### config.mk
export PLATFORM = sky130hd
export DESIGN_NAME = bpred_resolve_unit
export DESIGN_NICKNAME = d
export VERILOG_FILES = /design/src/rtl/bpred_resolve_unit.sv
export SDC_FILE = /design/constraint.sdc
export NUM_CORES = 1
export LEC_CHECK = 0
export CORE_MARGIN = 4
export CORE_UTILIZATION = 38
export CTS_BUF_LIST = sky130_fd_sc_hd__clkbuf_16
export DETAILED_ROUTE_END_ITERATION = 10
export DONT_BUFFER_PORTS = 1
export MAX_ROUTING_LAYER = met4
export PLACE_DENSITY = 0.55
export SYNTH_ARGS = -nofsm -noshare
export SYNTH_HDL_FRONTEND = slang
export SYNTH_SLANG_ARGS = --single-unit
### constraint.sdc
create_clock -name clk -period 5.33 [get_ports clk]
set_clock_uncertainty 0.15 [all_clocks]
set_input_delay 1.066 -clock clk [delete_from_list [all_inputs] [get_ports clk]]
set_output_delay 1.066 -clock clk [all_outputs]
set_load 0.03 [all_outputs]
### src/rtl/bpred_resolve_unit.sv
// Branch resolution unit: queues fetch-side predictions, matches in-order outcomes from
// execute, and raises a mispredict redirect and predictor training updates.
module bpred_resolve_unit #(
  parameter int unsigned DEPTH = 8,
  parameter int unsigned PTR_W = 3,
  parameter int unsigned PC_W  = 16
) (
  input  logic              clk,
  input  logic              rst,
  input  logic              pred_valid,
  input  logic              pred_taken,
  input  logic [PC_W-1:0]   pred_pc,
  input  logic [PC_W-1:0]   pred_alt_pc,
  output logic              pred_ready,
  input  logic              res_valid,
  input  logic              res_taken,
  output logic              res_ready,
  input  logic              ext_flush,
  output logic              mispredict,
  output logic [PC_W-1:0]   recover_pc,
  output logic              upd_valid,
  output logic [PC_W-1:0]   upd_pc,
  output logic              upd_taken,
  output logic [PTR_W:0]    inflight_cnt,
  output logic [15:0]       mispred_cnt
);

  localparam int unsigned CNT_W = PTR_W + 1;
  localparam logic [CNT_W-1:0] FULL = CNT_W'(DEPTH);

  typedef enum logic {RUN = 1'b0, RECOVER = 1'b1} state_t;

  state_t            state, state_nxt;
  logic [PTR_W-1:0]  wr_ptr, rd_ptr;
  logic [CNT_W-1:0]  count;
  logic [DEPTH-1:0]  taken_mem;
  logic [PC_W-1:0]   pc_mem  [DEPTH];
  logic [PC_W-1:0]   alt_mem [DEPTH];
  logic              push, pop, miss;

  assign inflight_cnt = count;

  // Handshake decode and next-state; RECOVER is a one-cycle redirect bubble.
  always_comb begin
    state_nxt  = state;
    pred_ready = 1'b0;
    res_ready  = 1'b0;
    push       = 1'b0;
    pop        = 1'b0;
    miss       = 1'b0;
    case (state)
      RUN: begin
        pred_ready = (count != FULL);
        res_ready  = (count != '0);
        push       = pred_valid & pred_ready;
        pop        = res_valid & res_ready;
        miss       = pop & (res_taken != taken_mem[rd_ptr]);
        if (miss) state_nxt = RECOVER;
      end
      RECOVER: state_nxt = RUN;
      default: state_nxt = RUN;
    endcase
    if (ext_flush) state_nxt = RUN;
  end

  // Entry storage; stale contents are harmless because pointers gate every read.
  always_ff @(posedge clk) begin
    if (push) begin
      taken_mem[wr_ptr] <= pred_taken;
      pc_mem[wr_ptr]    <= pred_pc;
      alt_mem[wr_ptr]   <= pred_alt_pc;
    end
  end

  always_ff @(posedge clk) begin
    if (rst) begin
      state       <= RUN;
      wr_ptr      <= '0;
      rd_ptr      <= '0;
      count       <= '0;
      mispredict  <= 1'b0;
      recover_pc  <= '0;
      upd_valid   <= 1'b0;
      upd_pc      <= '0;
      upd_taken   <= 1'b0;
      mispred_cnt <= '0;
    end else begin
      state      <= state_nxt;
      mispredict <= 1'b0;
      upd_valid  <= 1'b0;
      if (ext_flush) begin
        wr_ptr <= '0;
        rd_ptr <= '0;
        count  <= '0;
      end else begin
        if (pop) begin
          upd_valid <= 1'b1;
          upd_pc    <= pc_mem[rd_ptr];
          upd_taken <= res_taken;
        end
        // Everything behind a mispredicted head is wrong-path, including a same-cycle push.
        if (miss) begin
          mispredict <= 1'b1;
          recover_pc <= alt_mem[rd_ptr];
          if (mispred_cnt != 16'hFFFF) mispred_cnt <= mispred_cnt + 16'd1;
          wr_ptr <= '0;
          rd_ptr <= '0;
          count  <= '0;
        end else begin
          if (push) wr_ptr <= wr_ptr + PTR_W'(1);
          if (pop)  rd_ptr <= rd_ptr + PTR_W'(1);
          case ({push, pop})
            2'b10:   count <= count + CNT_W'(1);
            2'b01:   count <= count - CNT_W'(1);
            default: count <= count;
          endcase
        end
      end
    end
  end

endmodule

==> reports/results.ini <==
[die]
fp.dieH_um=190
die_x_um=190
start_util_pct=38.6
core_area_um2=32500
placementRows=66
io_pins=96
dieArea_um2=36000

[clock_tree]
post_cts_buffers=0
clkSinkCount=325
cts-root-buf=clkbuf_16
insertion_delay_ns=0.52
numCtsBuffers=36
cts_tree=built
postCtsResizedCells=0
holdBufCountCts=0
htree_levels=2
clock_path_buffers=3
clkTransAtPathRegs_ns=0.06

[timing]
setup_viol=0
clock.fmax_ghz=0.271
hold_viol=0
fin_crit_sh_pct=69.1
finalSetupTns_ns=0
maxSlewViolCount=0
setup_ws_ns=1.65
post-route-min-period_ns=3.68
rsz0062_at_grt=no
slew_headroom_pct=13.7
worst_slew_pin_slew_ns=1.27

[route]
wl_um=25900
dr.pass1.iters=4
drc_errors=0
routedWlPerCell_um=22.3
via_count=6200
drt_iter0_markers=415
vias_per_cell=5.33
antenna_left=0

[final_layout]
nFillCells=2853
fin_nets=738
antenna_cells=0
final_util_pct=43.8
drive_gt1_share_pct=22.5
final-instance-count-excl-fill=1163
final_cell_mix=264 x edfxtp_1, 66 x mux4_2, 58 x dfxtp_1
area_growth_pct=13.4
mostFrequentLayoutCell=edfxtp_1

[synthesis]
syn-cell-area_um2=12600
ys_top_cells_by_area=edfxtp_1 63%, mux4_2 12%, dfxtp_1 9.7%
synth_edf_count=264
ys_types=51
synth_cells=679
yosys_warnings=0
postSynthAreaPerCell_um2=18.5
synthFlopType=edfxtp_1
synth_area_leader_cell=edfxtp_1
ys_seq_area_share_pct=72.8
yosysTopAreaCellShare_pct=63.1
async_flop_share_pct=0
synth.net_count=724
synth-seq-cells=325

[placed_design]
port_buffers=0
pre_cts_ws_ns=1.85
place_congestion=0.808
dpl.hpwl_um=14500
dp.cells=1097

[power]
power_w=0.00533
p_int_w=0.00423
power_switching_w=0.00110
power_leakage_nw=4.28
seq_power_share_pct=53.0
comb_power_share_pct=2.7
netSwitchingFraction_pct=20.6
p_per_area_nw_per_um2=375
p_clk_share_pct=44.2
max-vdd-ir-drop_mv=0.210

[grt]
grt_pass1_wl_um=39900
use_met1_pct=18.8
grt-ovfl-total=0
grt_usage_pct=14.9
top_usage_layer=met2
grt_pass1_vias=6492
grt_use_met2_pct=23.9
grt_max_degree=65
antenna_found_initial=0
use_met3_pct=4.24

[critical_path]
crit_fanout=8
arrival_ns=3.91
cp.required_ns=5.55
end_kind=register
start_kind=register
crit_type=reg -> reg

[run]
max_cap_viol_count=0

[run_status]
status=finished, final reports clean

[hold_path]
hp-class=reg -> reg

## power groups by stage
stage,combinational [W],sequential [W],clock (W)
after global placement,0.000147,0.00288,0
after floorplan,0.000124,0.00287,0
after detailed placement,0.000149,0.00288,0
after CTS,0.000150,0.00283,0.00242
after global routing,0.000161,0.00283,0.00254
final,0.000146,0.00283,0.00236
## path summary, 6_finish.rpt
path | start | end | slack, ns | cells after the start
max | inflight_cnt[0] | inflight_cnt[2] | 1.65 | 12
min | wr_ptr[0] | wr_ptr[0] | 0.34 | 2
max reg2reg | inflight_cnt[0] | inflight_cnt[2] | 1.65 | 12
min reg2reg | wr_ptr[0] | wr_ptr[0] | 0.34 | 2
## area by class of cell
type	count	area [um^2]	share of cell area, %
flip-flops and latches	325	9160	64.3
clock buffers	36	901	6.33
clock inverters	30	234	1.64
multi-input cells	314	3280	23.1
well taps	442	553	3.88
repair buffers	13	97.6	0.685
inverters	3	11.3	0.0791
## Yosys cell counts, types with 6 or more instances
cell type	n
mux2i_1	34
buf_2	10
nand2_1	13
nor2_1	53
clkbuf_1	18
a211oi_1	17
a21oi_1	19
a211oi_2	16
dfxtp_1	61
xor2_1	6
nand3_1	9
mux4_2	66
nor3_1	8
o31ai_1	6
or4_1	7
edfxtp_1	264
o21ai_1	6
ha_1	6
## metal layers
metal  part of all wire, %  up-vias  wire length, um
met5                     0        -                0
met4                   2.0        0              524
met3                   6.6       41             1700
met2                    49      164            12600
met1                    43     3201            11100
li1                      -     2794                -
## worst max-delay path, cell delays in order, from the launching register on
cell     delay (ns)
dfxtp_1        0.48
nor4_1         0.82
nor2_1         0.37
nand2_1        0.28
inv_2          0.10
ha_1           0.26
xor2_1         0.17
ha_1           0.21
a21oi_1        0.19
xor2_1         0.18
nor2_1         0.07
xnor2_1        0.18
nor2_1         0.07
## cells by family (layout without fill, tap and decap cells)
family          count (synthesis)  count (layout)  synth area share [%]
flops                         325             325                  72.8
simple gates                  118             118                  4.64
mux                           103             103                  14.9
compound gates                 78              78                  4.91
buf+inv                        40              82                  1.50
xor+xnor                        9               9                 0.628
fa+ha+maj                       6               6                 0.598
## metrics by stage
| step | area, um^2 | hold slack, ns |
|---|---|---|
| finish | 14200 | 0.342 |
| global route | 14200 | 0.376 |
| CTS | 14200 | 0.348 |
| detailed placement | 13100 | 0.341 |
| global placement | 13100 | 0.351 |
| floorplan | 12600 | 0.312 |
## sequential cells by signal, summed over array words and instances (netlist names)
signal / cells
pc_mem: 128
mispredict: 1
inflight_cnt: 4
wr_ptr: 3
taken_mem: 8
alt_mem: 128
upd_valid: 1
rd_ptr: 3
mispred_cnt: 16
recover_pc: 16
upd_pc: 16
upd_taken: 1
No activity file was read; power rests on OpenSTA's default activity.
